--- src/rtl/rr_decode_sched.sv ---
// rr_decode_sched: round-robin owner select driving a 2-to-4 decoder with one-hot grant
module rr_decode_sched #(
  parameter int MAX_HOLD = 8,
  parameter int CNT_W    = 8
) (
  input  logic clk,
  input  logic rst_n,
  input  logic req0,
  input  logic req1,
  input  logic req2,
  input  logic req3,
  input  logic done,
  output logic s0,
  output logic s1,
  output logic en,
  output logic gnt0,
  output logic gnt1,
  output logic gnt2,
  output logic gnt3,
  output logic timeout
);
  typedef enum logic {IDLE, GRANT} state_t;
  state_t r_state, w_next;
  logic [1:0] r_sel, r_last, w_i1, w_i2, w_i3, w_win;
  logic [3:0] r_gnt, w_req;
  logic [CNT_W-1:0] r_cnt;
  logic r_timeout, w_found, w_own, w_max, w_release, w_tout;
  assign w_req     = {req3, req2, req1, req0};
  assign w_i1      = r_last + 2'd1;
  assign w_i2      = r_last + 2'd2;
  assign w_i3      = r_last + 2'd3;
  assign w_found   = |w_req;
  assign w_win     = w_req[w_i1] ? w_i1 : w_req[w_i2] ? w_i2 : w_req[w_i3] ? w_i3 : r_last;
  assign w_own     = w_req[r_sel];
  assign w_max     = r_cnt == CNT_W'(MAX_HOLD - 1);
  assign w_release = done | ~w_own | w_max;
  assign {s1, s0}  = r_sel;
  assign {gnt3, gnt2, gnt1, gnt0} = r_gnt;
  assign en        = |r_gnt;
  assign timeout   = r_timeout;
  // next state and forced-release detection; timeout only when the hold limit alone ends the grant
  always_comb begin
    w_next = r_state;
    w_tout = 1'b0;
    if (r_state == IDLE) w_next = w_found ? GRANT : IDLE;
    else begin
      w_next = w_release ? IDLE : GRANT;
      w_tout = w_max & w_own & ~done;
    end
  end
  // state, owner, grant and hold counter registers; a release always passes through IDLE
  always_ff @(posedge clk) begin
    if (!rst_n) begin
      r_state   <= IDLE;
      r_sel     <= 2'd0;
      r_last    <= 2'd3;
      r_cnt     <= '0;
      r_gnt     <= 4'b0000;
      r_timeout <= 1'b0;
    end else begin
      r_state   <= w_next;
      r_timeout <= w_tout;
      if (r_state == IDLE) begin
        if (w_found) begin
          r_sel <= w_win;
          r_gnt <= 4'b0001 << w_win;
          r_cnt <= '0;
        end
      end else if (w_release) begin
        r_gnt  <= 4'b0000;
        r_last <= r_sel;
        r_cnt  <= '0;
      end else r_cnt <= w_max ? r_cnt : r_cnt + 1'b1;
    end
  end
endmodule

--- config.mk ---
export PLATFORM = sky130hd
export DESIGN_NAME = rr_decode_sched
export DESIGN_NICKNAME = d
export VERILOG_FILES = /design/src/rtl/rr_decode_sched.sv
export SDC_FILE = /design/constraint.sdc
export NUM_CORES = 1
export LEC_CHECK = 0
export CORE_MARGIN = 3
export CORE_UTILIZATION = 33
export DETAILED_ROUTE_END_ITERATION = 12
export SLEW_MARGIN = 20
export SYNTH_ARGS = -nofsm -noshare
export SYNTH_HDL_FRONTEND = slang
export SYNTH_SLANG_ARGS = --single-unit
--- constraint.sdc ---
create_clock -name clk -period 4.1 [get_ports clk]
set_clock_uncertainty 0.1 [all_clocks]
set_input_delay 1.23 -clock clk [delete_from_list [all_inputs] [get_ports clk]]
set_output_delay 1.23 -clock clk [all_outputs]
set_load 0.02 [all_outputs]
Word level (Yosys, flattened, before mapping)

Index checks and enable logic that the tools add are counted.

Add/sub/neg operators: 4
$mul: 0
Div/mod/pow operators: 0
Magnitude comparators: 4
Equality and inequality tests: 3
Shifts and indexed selects: 1
Muxes and demuxes: 21
Bitwise gates (word level): 7
Reductions and logical operators: 8

Operators with widths:

| kind                  | count |
|---|---|
| $mux W8               | 4 |
| $lt A2 B3 Y1 const B  | 4 |
| $mux W4               | 3 |
| $reduce_and A2 Y1     | 5 |
| $add A8 B1 Y8 const B | 1 |
| $bmux W1 S2           | 4 |
| $eq A8 B3 Y1 const B  | 1 |
| $reduce_or A4 Y1      | 2 |
| $mux W1               | 7 |
| $mux W2               | 3 |
| $add A2 B2 Y2 const B | 2 |
| $shl A1 B2 Y4 const A | 1 |
| $ne A3 B2 Y1 const B  | 1 |
| $not A1 Y1            | 3 |
| $add A2 B1 Y2 const B | 1 |
| $and A1 B1 Y1         | 2 |
| $ne A2 B1 Y1 const B  | 1 |
| $or A1 B1 Y1          | 2 |
| $reduce_bool A2 Y1    | 1 |

Register bits: 18
Latch bits: 0
RAM bits: 0
Memory bits (read-only): 0
Logic and storage cells: 54
Memories: 0

Longest topological paths before layout

Depth after elaboration: 9
Gate-level depth with buffers: 6

Worst setup path before layout

OpenSTA, ideal clock, no wires.

Path kind: input -> register
Start point: input done
End point: register r_cnt[3]
Setup time: 74 ps
Arrival time: 2189 ps
Required time: 3926 ps
Slack: 1737 ps
Stages on the path: 5
Buffers on the path: 1
Cells stage by stage: or2_2 -> o22ai_2 -> buf_2 -> nand4_1 -> a31oi_1

Longest elaborated chain between the ends: 4
Elaborated cells between the ends (all ways): 6
Classes of those cells: eq/ne: 1; mux: 2; bitwise: 2; reduce/logical: 1

RTL lines:

| what                                                                 | RTL line | RTL |
|---|---|---|
| from (decl)                                                          | 12       | `input logic done,` |
| $or A1 B1 Y1 (*) (2 in series)                                       | 36       | `assign w_release = done \| ~w_own \| w_max;` |
| $ne A3 B2 Y1 (no source line) / $mux W8 (equally long branches)      | -        |  |
| $reduce_and A2 Y1 (no source line) / $mux W8 (equally long branches) | -        |  |
| to (signal assigned)                                                 | 73       | `end else r_cnt <= w_max ? r_cnt : r_cnt + 1'b1;` |
| to (decl)                                                            | 26       | `logic [CNT_W-1:0] r_cnt;` |

Mark *: on every way between the ends. The rest lies on a longest branch, timed or not.
A chain may end at the register's enable or synchronous reset.

Worst setup path after layout

Start point: register r_gnt[3]
End point: output en

Longest elaborated chain between the ends: 1

RTL lines:

| what                   | RTL line | RTL |
|---|---|---|
| from (decl)            | 25       | `logic [3:0] r_gnt, w_req;` |
| from (signal assigned) | 66       | `r_gnt <= 4'b0001 << w_win;` |
| $reduce_or A4 Y1       | 39       | `assign en = \|r_gnt;` |
| to (decl)              | 15       | `output logic en,` |

Every way passes these cells.

==> flow_summary.yaml <==
finish:
  final_nets: 139
  fillers: 270
  postLayoutCoreUtil: 0.417
  antennaDiodeCount: 0
  multiInputGateArea_um2: 562
  final-seq-area_um2: 360
  design_area_um2: 1160
  drive_above_1_share: 0.0692
  syn_to_final_growth_pct: 19.6
cts:
  cts_made_buffers: 3
  htreeDepth: 1
  cts_buffer_depth: 2
  post_cts_buffers: 0
  clock-sinks: 18
  ctsResizeCount: 0
  root_buffer: "clkbuf_4"
  postCtsHoldBufs: 0
  cts_tree: "yes"
  path_clk_slew_ns: 0.11
  clock_latency_ns: 0.29
sta:
  finalSetupViolCount: 0
  worst_pin_slew_ns: 0.613
  rsz0062_at_grt: "false"
  hold_viol: 0
  relSlewSlack: 0.591
  setup_slack_ns: 1.06
  tns_ns: 0
  post-route-min-period_ns: 3.04
  min_period_over_period: 0.741
  max_freq_ghz: 0.329
  slew_viol_final: 0
route:
  vias_per_cell: 5.80
  routed_wirelength_um: 2220
  ant_nets: 0
  drt_iter0_markers: 37
  drc: 0
  wl_per_cell_um: 13.8
  via_count: 934
  drt_first_pass_iters: 4
synth:
  ys_async_sr_fraction: 0
  synth_edf_count: 0
  synth_ff_type: "dfxtp_1"
  netlist_instances: 117
  synth.top_cell.area_share: 0.372
  ys.warnings.count: 0
  synthTopCellsByCount: "18 x dfxtp_1, 16 x nand2_1, 7 x a21oi_1, 7 x nor2_1, 6 x o211ai_1"
  synth.ff_latch_count: 18
  syn_avg_cell_area_um2: 8.29
  yosys-top-cells-area: "dfxtp_1 37%, nand2_1 6.2%, o211ai_1 4.6%, a21oi_1 3.6%, nand4b_1 3.6%"
  synth_seq_area_share: 0.372
  yosys.area.top_type: "dfxtp_1"
  synth_most_common_cell: "dfxtp_1"
  synth.cell_area_um2: 970
  synth.net_count: 125
  ys_types: 34
job:
  max_cap_violations: 0
placed_design:
  port_buffers: 14
  pre_cts_ws_ns: 1.10
  placed_area_um2: 1120
  place_congestion: 0.871
  hpwl_um: 1560
global_routing:
  antenna_found_initial: 0
  grt_pass1_vias: 889
  grt_pass1_wl_um: 3840
  overflow: 0
  grt_max_degree: 14
  grt.total_usage: 0.139
floorplan:
  num_rows: 19
  start_util: 0.349
  die_x_um: 60.2
  fp.coreArea_um2: 2780
  die_height_um: 60.2
  pin_count: 15
  die_area_um2: 3620
power:
  power_uw: 404
  max-vdd-ir-drop_mv: 0.239
  power.leakage_nw: 0.383
  power_density_nw_per_um2: 349
setup_path:
  rr_worst_depth: 4
  max_stage_delay_ns: 0.55
  cp.arrival_ns: 1.71
  end_kind: "output port"
  r2r-start: "r_cnt[3]"
  slowest_stage: "clkdlybuf4s50_1"
  start_kind: "flop"
  r2r_setup_slack_ns: 2.19
  startpoint: "r_gnt[3]"
  worstSetupPathType: "flop to output port"
  required_ns: 2.77
  r2r-end: "r_gnt[3]"
  path_cells: "or4_1, clkdlybuf4s50_1"
  cp_max_fo: 3
min_path:
  hp-start: "r_gnt[1]"
  hp-class: "flop to flop"
  holdPathStages: 2
  hold_path_end: "r_gnt[1]"
run_status:
  outcome: "finished clean"
cell type report:
cell class              instances  area share
clock buffers                   4      0.0313
repair buffers                 15       0.127
multi-input cells              89       0.484
well taps                      31      0.0334
flip-flops and latches         18       0.311
inverters                       4      0.0129
report_power, final:
| part | internal, mW | switching, mW |
|---|---|---|
| registers | 0.185 | 0.0132 |
| clock network | 0.0541 | 0.0578 |
| logic | 0.0422 | 0.0521 |
worst max-delay path: cells and delay by family, from the launching register on:
kind	cells	cell delay [ns]
buffers and inverters	1	0.55
and+or+nand+nor	1	0.51
DFF	1	0.35
registers in the layout, summed over array words and instances, names as in the netlist:
name and flops:
r_state 1, timeout 1, r_gnt 4, r_last 2
r_sel 2, r_cnt 8
per-stage QoR:
stage | hold slack (ns) | cells
6_report | 0.397 | 161
5_1_grt | 0.417 | 161
4_1_cts | 0.399 | 161
3_5_place_dp | 0.377 | 157
3_3_place_gp | 0.374 | 157
2_1_floorplan | 0.357 | 117
cell usage in the layout, fill, tap and decap left out:
master and count:
a21oi_4 1, inv_1 4, buf_4 1, nand2b_1 4, a21oi_1 7, a221oi_1 1, nand4b_1 4, ha_1 1
o21a_1 4, clkbuf_8 1, clkdlybuf4s50_1 14, nor4_1 1, o31a_1 1, o21ai_0 2, dfxtp_1 18, o211ai_1 6
nor3_1 5, clkbuf_4 3, nor2_1 7, o32ai_1 4, o22a_1 1, o22ai_2 1, nand2_1 16, mux2i_1 2
nand3b_1 1, a31oi_1 4, or4_1 2, nor2b_1 1, or2_2 2, a221o_1 1, nand4_1 2, a32oi_1 1
a2111o_1 1, nand3_1 5, a211oi_1 1
worst max path at each step:
stage | to | slack, ns | cells after the start
floorplan | r_cnt[3] | 1.74 | 5
global placement | r_gnt[1] | 1.17 | 6
detailed placement | r_gnt[3] | 1.10 | 6
CTS | en | 1.05 | 2
global route | en | 1.02 | 2
finish | en | 1.06 | 2
cell families after synthesis:
family | count (synthesis) | synth area share
AND/OR/NAND/NOR | 50 | 0.265
AO/OA/AOI/OAI | 36 | 0.281
flip-flops | 18 | 0.372
buffers and inverters | 10 | 0.0490
multiplexers | 2 | 0.0206
adder cells (fa/ha/maj) | 1 | 0.0129
layer usage:
metal	GRT usage	vias to the layer above	part of all wire
met1	0.177	433	0.49
met4	0.0475	0	0.015
met2	0.228	23	0.46
met5	0	-	0
met3	0.0324	4	0.035
li1	-	474	-
Power figures use the tool's default switching activity.
